### src/rtl/calc_cmd_issuer_pkg.sv
// Shared types and constants for the accumulator calculator command issuer.
// Opcode/error encodings match the datapath; widths are fixed by the datapath.
package calc_pkg;

    localparam int DATA_W = 16;
    localparam int ACC_W  = 32;
    localparam int OP_W   = 4;
    localparam int ERR_W  = 2;
    localparam int CNT_W  = 16;
    localparam int LAT_W  = 4;

    localparam logic [OP_W-1:0] OP_NOP  = 4'h0;
    localparam logic [OP_W-1:0] OP_ILL  = 4'h1;
    localparam logic [OP_W-1:0] OP_ADD  = 4'h2;
    localparam logic [OP_W-1:0] OP_SUB  = 4'h3;
    localparam logic [OP_W-1:0] OP_MUL  = 4'h4;
    localparam logic [OP_W-1:0] OP_DIV  = 4'h5;
    localparam logic [OP_W-1:0] OP_MOD  = 4'h6;
    localparam logic [OP_W-1:0] OP_OR   = 4'h7;
    localparam logic [OP_W-1:0] OP_AND  = 4'h8;
    localparam logic [OP_W-1:0] OP_XOR  = 4'h9;
    localparam logic [OP_W-1:0] OP_NAND = 4'hA;
    localparam logic [OP_W-1:0] OP_NOR  = 4'hB;
    localparam logic [OP_W-1:0] OP_XNOR = 4'hC;
    localparam logic [OP_W-1:0] OP_NOT  = 4'hD;
    localparam logic [OP_W-1:0] OP_PRE  = 4'hE;
    localparam logic [OP_W-1:0] OP_RST  = 4'hF;

    localparam logic [ERR_W-1:0] ERR_OK   = 2'b00;
    localparam logic [ERR_W-1:0] ERR_OVF  = 2'b01;
    localparam logic [ERR_W-1:0] ERR_DIV0 = 2'b10;
    localparam logic [ERR_W-1:0] ERR_ILL  = 2'b11;

    typedef enum logic [1:0] {
        IDLE   = 2'd0,
        ISSUE  = 2'd1,
        SETTLE = 2'd2,
        RESP   = 2'd3
    } state_e;

    // The illegal opcode is answered locally and never reaches the datapath.
    function automatic logic is_illegal(input logic [OP_W-1:0] op);
        return op == OP_ILL;
    endfunction

endpackage

### src/rtl/calc_cmd_issuer_if.sv
// Command, response and datapath signals of the issuer, grouped as one bus.
// slave = issuer side, master = host plus datapath side.
interface calc_cmd_issuer_if;
    import calc_pkg::*;

    logic              CMD_VALID;
    logic              CMD_READY;
    logic [OP_W-1:0]   CMD_OP;
    logic [DATA_W-1:0] CMD_IN;

    logic              RSP_VALID;
    logic              RSP_READY;
    logic [ACC_W-1:0]  RSP_OUT;
    logic [ERR_W-1:0]  RSP_ERR;

    logic [OP_W-1:0]   ALU_OP;
    logic [DATA_W-1:0] ALU_IN;
    logic [ACC_W-1:0]  ALU_OUT;
    logic [ERR_W-1:0]  ALU_ERR;

    modport slave (
        input  CMD_VALID, CMD_OP, CMD_IN, RSP_READY, ALU_OUT, ALU_ERR,
        output CMD_READY, RSP_VALID, RSP_OUT, RSP_ERR, ALU_OP, ALU_IN
    );

    modport master (
        output CMD_VALID, CMD_OP, CMD_IN, RSP_READY, ALU_OUT, ALU_ERR,
        input  CMD_READY, RSP_VALID, RSP_OUT, RSP_ERR, ALU_OP, ALU_IN
    );

endinterface

### src/rtl/calc_cmd_issuer_stat_ctr.sv
// Status counters: completed responses (wrapping) and error responses (saturating).
module calc_stat_ctr
    import calc_pkg::*;
#(
    parameter int ERR_CNT_W = 8
) (
    input  logic                 clk,
    input  logic                 rst_n,
    input  logic                 inc_i,
    input  logic                 err_i,
    output logic [CNT_W-1:0]     cmd_cnt_o,
    output logic [ERR_CNT_W-1:0] err_cnt_o
);

    logic [CNT_W-1:0]     cmd_cnt_q, cmd_cnt_d;
    logic [ERR_CNT_W-1:0] err_cnt_q, err_cnt_d;

    always_comb begin
        cmd_cnt_d = cmd_cnt_q;
        err_cnt_d = err_cnt_q;
        if (inc_i) begin
            cmd_cnt_d = cmd_cnt_q + CNT_W'(1);
            if (err_i && (err_cnt_q != '1))
                err_cnt_d = err_cnt_q + ERR_CNT_W'(1);
        end
    end

    always_ff @(posedge clk or negedge rst_n) begin
        if (!rst_n) begin
            cmd_cnt_q <= '0;
            err_cnt_q <= '0;
        end else begin
            cmd_cnt_q <= cmd_cnt_d;
            err_cnt_q <= err_cnt_d;
        end
    end

    assign cmd_cnt_o = cmd_cnt_q;
    assign err_cnt_o = err_cnt_q;

endmodule

### src/rtl/calc_cmd_issuer.sv
// One-in-flight command issuer: pulses each opcode to the datapath for a single
// cycle, waits ALU_LAT cycles, then returns accumulator and error code.
module calc_cmd_issuer
    import calc_pkg::*;
#(
    parameter int ALU_LAT   = 1,
    parameter int ERR_CNT_W = 8
) (
    input  logic                 CLK,
    input  logic                 RST_N,
    calc_cmd_issuer_if.slave     bus,
    output logic [CNT_W-1:0]     CMD_CNT,
    output logic [ERR_CNT_W-1:0] ERR_CNT
);

    state_e            state_q;
    logic              cmd_ready_q;
    logic              rsp_valid_q;
    logic [ACC_W-1:0]  rsp_out_q;
    logic [ERR_W-1:0]  rsp_err_q;
    logic [OP_W-1:0]   alu_op_q;
    logic [DATA_W-1:0] alu_in_q;
    logic              nop_q;
    logic [LAT_W-1:0]  lat_q;
    logic              rsp_done;

    assign rsp_done = (state_q == RESP) && bus.RSP_READY;

    always_ff @(posedge CLK or negedge RST_N) begin
        if (!RST_N) begin
            state_q     <= IDLE;
            cmd_ready_q <= 1'b0;
            rsp_valid_q <= 1'b0;
            rsp_out_q   <= '0;
            rsp_err_q   <= ERR_OK;
            alu_op_q    <= OP_NOP;
            alu_in_q    <= '0;
            nop_q       <= 1'b0;
            lat_q       <= '0;
        end else begin
            case (state_q)
                IDLE: begin
                    if (bus.CMD_VALID && cmd_ready_q) begin
                        cmd_ready_q <= 1'b0;
                        if (is_illegal(bus.CMD_OP)) begin
                            // Answered without touching the datapath; RSP_OUT keeps last capture.
                            rsp_err_q   <= ERR_ILL;
                            rsp_valid_q <= 1'b1;
                            state_q     <= RESP;
                        end else begin
                            alu_op_q <= bus.CMD_OP;
                            alu_in_q <= bus.CMD_IN;
                            nop_q    <= (bus.CMD_OP == OP_NOP);
                            state_q  <= ISSUE;
                        end
                    end else begin
                        cmd_ready_q <= 1'b1;
                    end
                end
                ISSUE: begin
                    alu_op_q <= OP_NOP;
                    lat_q    <= LAT_W'(ALU_LAT);
                    state_q  <= SETTLE;
                end
                SETTLE: begin
                    if (lat_q == LAT_W'(1)) begin
                        rsp_out_q   <= bus.ALU_OUT;
                        // A no-op never executed, so any stale datapath error is not its own.
                        rsp_err_q   <= nop_q ? ERR_OK : bus.ALU_ERR;
                        rsp_valid_q <= 1'b1;
                        state_q     <= RESP;
                    end else begin
                        lat_q <= lat_q - LAT_W'(1);
                    end
                end
                RESP: begin
                    if (bus.RSP_READY) begin
                        rsp_valid_q <= 1'b0;
                        cmd_ready_q <= 1'b1;
                        state_q     <= IDLE;
                    end
                end
                default: state_q <= IDLE;
            endcase
        end
    end

    assign bus.CMD_READY = cmd_ready_q;
    assign bus.RSP_VALID = rsp_valid_q;
    assign bus.RSP_OUT   = rsp_out_q;
    assign bus.RSP_ERR   = rsp_err_q;
    assign bus.ALU_OP    = alu_op_q;
    assign bus.ALU_IN    = alu_in_q;

    calc_stat_ctr #(
        .ERR_CNT_W (ERR_CNT_W)
    ) u_stat (
        .clk       (CLK),
        .rst_n     (RST_N),
        .inc_i     (rsp_done),
        .err_i     (rsp_err_q != ERR_OK),
        .cmd_cnt_o (CMD_CNT),
        .err_cnt_o (ERR_CNT)
    );

endmodule
### src/flat_wrapper.sv
// flat-port wrapper written by rule: the top's interface ports become plain ports
module calc_cmd_issuer_flat import calc_pkg::*;
#(
    parameter int ALU_LAT   = 1,
    parameter int ERR_CNT_W = 8
)
  (CLK, RST_N, CMD_CNT, ERR_CNT, bus_CMD_VALID, bus_CMD_OP, bus_CMD_IN, bus_RSP_READY, bus_ALU_OUT, bus_ALU_ERR, bus_CMD_READY, bus_RSP_VALID, bus_RSP_OUT, bus_RSP_ERR, bus_ALU_OP, bus_ALU_IN);
  calc_cmd_issuer_if bus_i ();
  input  logic CLK;
  input  logic RST_N;
  output logic [CNT_W-1:0] CMD_CNT;
  output logic [ERR_CNT_W-1:0] ERR_CNT;
  input wire logic [$bits(bus_i.CMD_VALID)-1:0] bus_CMD_VALID;
  input wire logic [$bits(bus_i.CMD_OP)-1:0] bus_CMD_OP;
  input wire logic [$bits(bus_i.CMD_IN)-1:0] bus_CMD_IN;
  input wire logic [$bits(bus_i.RSP_READY)-1:0] bus_RSP_READY;
  input wire logic [$bits(bus_i.ALU_OUT)-1:0] bus_ALU_OUT;
  input wire logic [$bits(bus_i.ALU_ERR)-1:0] bus_ALU_ERR;
  output wire logic [$bits(bus_i.CMD_READY)-1:0] bus_CMD_READY;
  output wire logic [$bits(bus_i.RSP_VALID)-1:0] bus_RSP_VALID;
  output wire logic [$bits(bus_i.RSP_OUT)-1:0] bus_RSP_OUT;
  output wire logic [$bits(bus_i.RSP_ERR)-1:0] bus_RSP_ERR;
  output wire logic [$bits(bus_i.ALU_OP)-1:0] bus_ALU_OP;
  output wire logic [$bits(bus_i.ALU_IN)-1:0] bus_ALU_IN;
  assign bus_i.CMD_VALID = bus_CMD_VALID;
  assign bus_i.CMD_OP = bus_CMD_OP;
  assign bus_i.CMD_IN = bus_CMD_IN;
  assign bus_i.RSP_READY = bus_RSP_READY;
  assign bus_i.ALU_OUT = bus_ALU_OUT;
  assign bus_i.ALU_ERR = bus_ALU_ERR;
  assign bus_CMD_READY = bus_i.CMD_READY;
  assign bus_RSP_VALID = bus_i.RSP_VALID;
  assign bus_RSP_OUT = bus_i.RSP_OUT;
  assign bus_RSP_ERR = bus_i.RSP_ERR;
  assign bus_ALU_OP = bus_i.ALU_OP;
  assign bus_ALU_IN = bus_i.ALU_IN;
  calc_cmd_issuer #(.ALU_LAT(ALU_LAT), .ERR_CNT_W(ERR_CNT_W)) u_core (.CLK(CLK), .RST_N(RST_N), .bus(bus_i), .CMD_CNT(CMD_CNT), .ERR_CNT(ERR_CNT));
endmodule
### config.mk
export PLATFORM = sky130hd
export DESIGN_NAME = calc_cmd_issuer_flat
export DESIGN_NICKNAME = d
export VERILOG_FILES = /design/src/rtl/calc_cmd_issuer_pkg.sv /design/src/rtl/calc_cmd_issuer_if.sv /design/src/rtl/calc_cmd_issuer_stat_ctr.sv /design/src/rtl/calc_cmd_issuer.sv /design/src/flat_wrapper.sv
export SDC_FILE = /design/constraint.sdc
export NUM_CORES = 1
export LEC_CHECK = 0
export ABC_AREA = 1
export CORE_ASPECT_RATIO = 0.5
export CORE_MARGIN = 1
export CORE_UTILIZATION = 45
export CTS_CLUSTER_DIAMETER = 100
export CTS_CLUSTER_SIZE = 25
export DETAILED_ROUTE_END_ITERATION = 8
export GPL_ROUTABILITY_DRIVEN = 1
export PLACE_DENSITY = 0.8
export SLEW_MARGIN = 40
export SYNTH_ARGS = -nofsm -noshare
export SYNTH_HDL_FRONTEND = slang
export SYNTH_SLANG_ARGS = --single-unit
### constraint.sdc
create_clock -name CLK -period 2.05 [get_ports CLK]
set_clock_uncertainty 0.05 [all_clocks]
set_input_delay 0.5125 -clock CLK [delete_from_list [all_inputs] [get_ports CLK]]
set_output_delay 0.5125 -clock CLK [all_outputs]
set_load 0.05 [all_outputs]
==> metrics.txt <==
status=finished, final reports clean; critical path class=reg -> out; worst path buffer plus inverter count=1; async set-or-reset flop fraction in the synthesized netlist=1.00; normalized max-slew margin=0.662; share of layout cells above drive strength 1=0.168; maximum number of pins on one net before global-route repair=65; post-cts gate resize count=11; number of detailed-route iterations in the first pass=5; top cell type by total area after synthesis=sky130_fd_sc_hd__dfrtp_1; CP Cell Sequence=dlygate4sd2_1; CTS Root Buffer Type=sky130_fd_sc_hd__clkbuf_16; routed length per instance=12.0 um; total gr overflow=0; setup repair after global routing missed its margin=no; final routed wirelength across all metal layers=8510 um; master of the slowest instance on the critical path=sky130_fd_sc_hd__dlygate4sd2_1; CP required=1.49 ns; floorplan die height=68.3 um; net count of the finished layout=663; CTS tree=done; Setup violations, final=0; top cells by area in the synthesized netlist=sky130_fd_sc_hd__dfrtp_1 (55%), sky130_fd_sc_hd__nand2_1 (15%), sky130_fd_sc_hd__inv_1 (5.6%), sky130_fd_sc_hd__o21ai_1 (4.4%), sky130_fd_sc_hd__ha_1 (2.5%); H-tree depth=3; sequential-to-total area share from yosys stat=0.551; arrival time at the worst endpoint=1.21 ns; number of post-CTS setup repair buffers=0; total of flip-flops plus latches after synthesis=87; area of all placed cells without fillers=5570 um^2; number of buffers between clock root and the deepest sink=2; post-DP HPWL=6280 um; Largest stage delay, worst path=0.53 ns; horizontal die dimension=135 um; predominant post-synthesis flop cell=sky130_fd_sc_hd__dfrtp_1; total global routing track utilization=0.205; largest fanout on the critical path=2; Post-Syn Nets=521; period utilization=0.867; number of synthesized flops with an enable pin=0; clock slew seen by the registers of the worst setup and hold paths=0.06 ns; vias after detailed routing=3279; cell family with most CP delay=buffers and inverters; Die ar.=9180 um^2; CP Launch Type=flip-flop; Vias per Instance=4.61; initial core utilization=0.478; Max Fclk=0.563 GHz; fraction of synthesized cell area taken by the top area cell type=0.551; max-capacitance violation count=0; transition time of the tightest slew-check pin=0.506 ns; number of placed cells counting well taps=698; TritonCTS Buffers=9; number of input and output port buffers inserted=137; total DRC errors in the routed layout=0; core region area=8260 um^2; first-pass GRT wire length=14400 um; summed instance area of the synthesized netlist=3950 um^2; Leak=3.01 nW; cells after synthesis=455; Final Hold Viols=0; layout overhead on the synthesized area=41.0%; Antenna diodes=0; Register-to-Register Setup Slack=0.37 ns; final sum of negative setup slack=0 ns; CTS Hold Bufs=0; antenna violations before repair=0; site row count=23; routability cong.=0.797; pins over their slew limit=0; later-pin clock latency in the skew report=0.33 ns; Cell Area, Placed=5300 um^2; via count of the first global-routing pass=3148; maximum resistive drop on vdd=1.19 mV; Period minus WS final=1.78 ns; Sink Count=87; power density of the placed cells=1640 nW/um^2; count of synthesis-stage warnings from yosys=0; CP endpoint kind=output pin; Tightest Hold Check Type=in -> async; initial detailed-routing violation count=146; number of nets still failing antenna checks after routing=0; Netlist cell types=31; most common cell after layout, fill and taps aside=sky130_fd_sc_hd__nand2_1; ports placed on the boundary=138; average cell area after synthesis=8.68 um^2; non-filler instance count after layout=712; top library cells by usage in the layout, fill and taps aside=sky130_fd_sc_hd__nand2_1 (162), sky130_fd_sc_hd__dfrtp_1 (87), sky130_fd_sc_hd__buf_4 (69), sky130_fd_sc_hd__inv_1 (59), sky130_fd_sc_hd__clkdlybuf4s50_1 (56)
## power breakdown
| part | switching [mW] | total, mW | internal, mW |
|---|---|---|---|
| Sequential | 0.434 | 2.81 | 2.38 |
| Clock | 0.600 | 1.57 | 0.965 |
| Combinational | 3.32 | 4.78 | 1.46 |
## final cells by class
cell class              count  area (um^2)
inverters                  61          229
flip-flops and latches     87         2180
well taps                 112          140
clock inverters             1         30.0
fillers                   677         2690
repair buffers            142         1270
clock buffers              13          250
multi-input cells         296         1470
## synthesized netlist by cell type (all sizes together), types with 2 or more instances
cell	number
nand2	167
dfrtp	87
inv	61
o21ai	44
nor2	20
nand3	18
buf	10
xnor2	9
ha	8
xor2	7
nand3b	5
nand4	5
a21oi	3
or2	3
a21boi	2
nor3	2
o22ai	2
## per-stage QoR
step / hold WS, ns / total power [mW] / setup slack, ns / util
3_3_place_gp: 0.415 / 7.63 / 0.0731 / 0.641
4_1_cts: 0.0798 / 9.26 / 0.00256 / 0.674
3_5_place_dp: 0.417 / 7.73 / 0.0285 / 0.641
6_report: 0.0705 / 9.16 / 0.273 / 0.675
5_1_grt: 0.0996 / 9.74 / 0.219 / 0.675
2_1_floorplan: 0.167 / 6.20 / 0.398 / -
## registers in the layout, indices dropped and copies added (netlist names)
name                     cells
u_core.nop_q                 1
u_core.lat_q                 4
u_core.bus.ALU_IN           16
u_core.bus.ALU_OP            4
u_core.bus.RSP_VALID         1
u_core.bus.RSP_OUT          32
u_core.state_q               2
u_core.u_stat.cmd_cnt_o     16
u_core.u_stat.err_cnt_o      8
u_core.bus.RSP_ERR           2
u_core.bus.CMD_READY         1
## per-layer routing
metal  wire [um]  share of wire  vias up  global-route usage
met5           0              0        -                   0
met4         116          0.014        0              0.0801
met3         380          0.045       11              0.0556
met2        4020           0.47       71               0.343
met1        4000           0.47     1508               0.257
li1            -              -     1689                   -
## cells by family (layout without fill, tap and decap cells)
logic type | after synthesis | count (layout) | share of synthesized area
flops | 87 | 87 | 0.551
compound gates | 52 | 52 | 0.0693
simple gates | 220 | 220 | 0.241
fa+ha+maj | 8 | 8 | 0.0253
xor+xnor | 16 | 16 | 0.0355
buf+inv | 72 | 217 | 0.0776
## path summary, 6_finish.rpt
kind | from | endpoint | cells past startpoint
setup reg to reg | u_core.state_q[0] | u_core.nop_q | 6
setup / recovery | u_core.bus.ALU_IN[2] | bus_ALU_IN[2] | 1
hold / removal | RST_N | u_core.bus.RSP_OUT[15] | 1
max in group asynchronous | RST_N | u_core.bus.ALU_IN[14] | 2
min in group CLK | u_core.bus.ALU_IN[9] | u_core.bus.ALU_IN[9] | 2
hold reg to reg | u_core.bus.ALU_IN[9] | u_core.bus.ALU_IN[9] | 2
(Power assumes the default switching activity.)
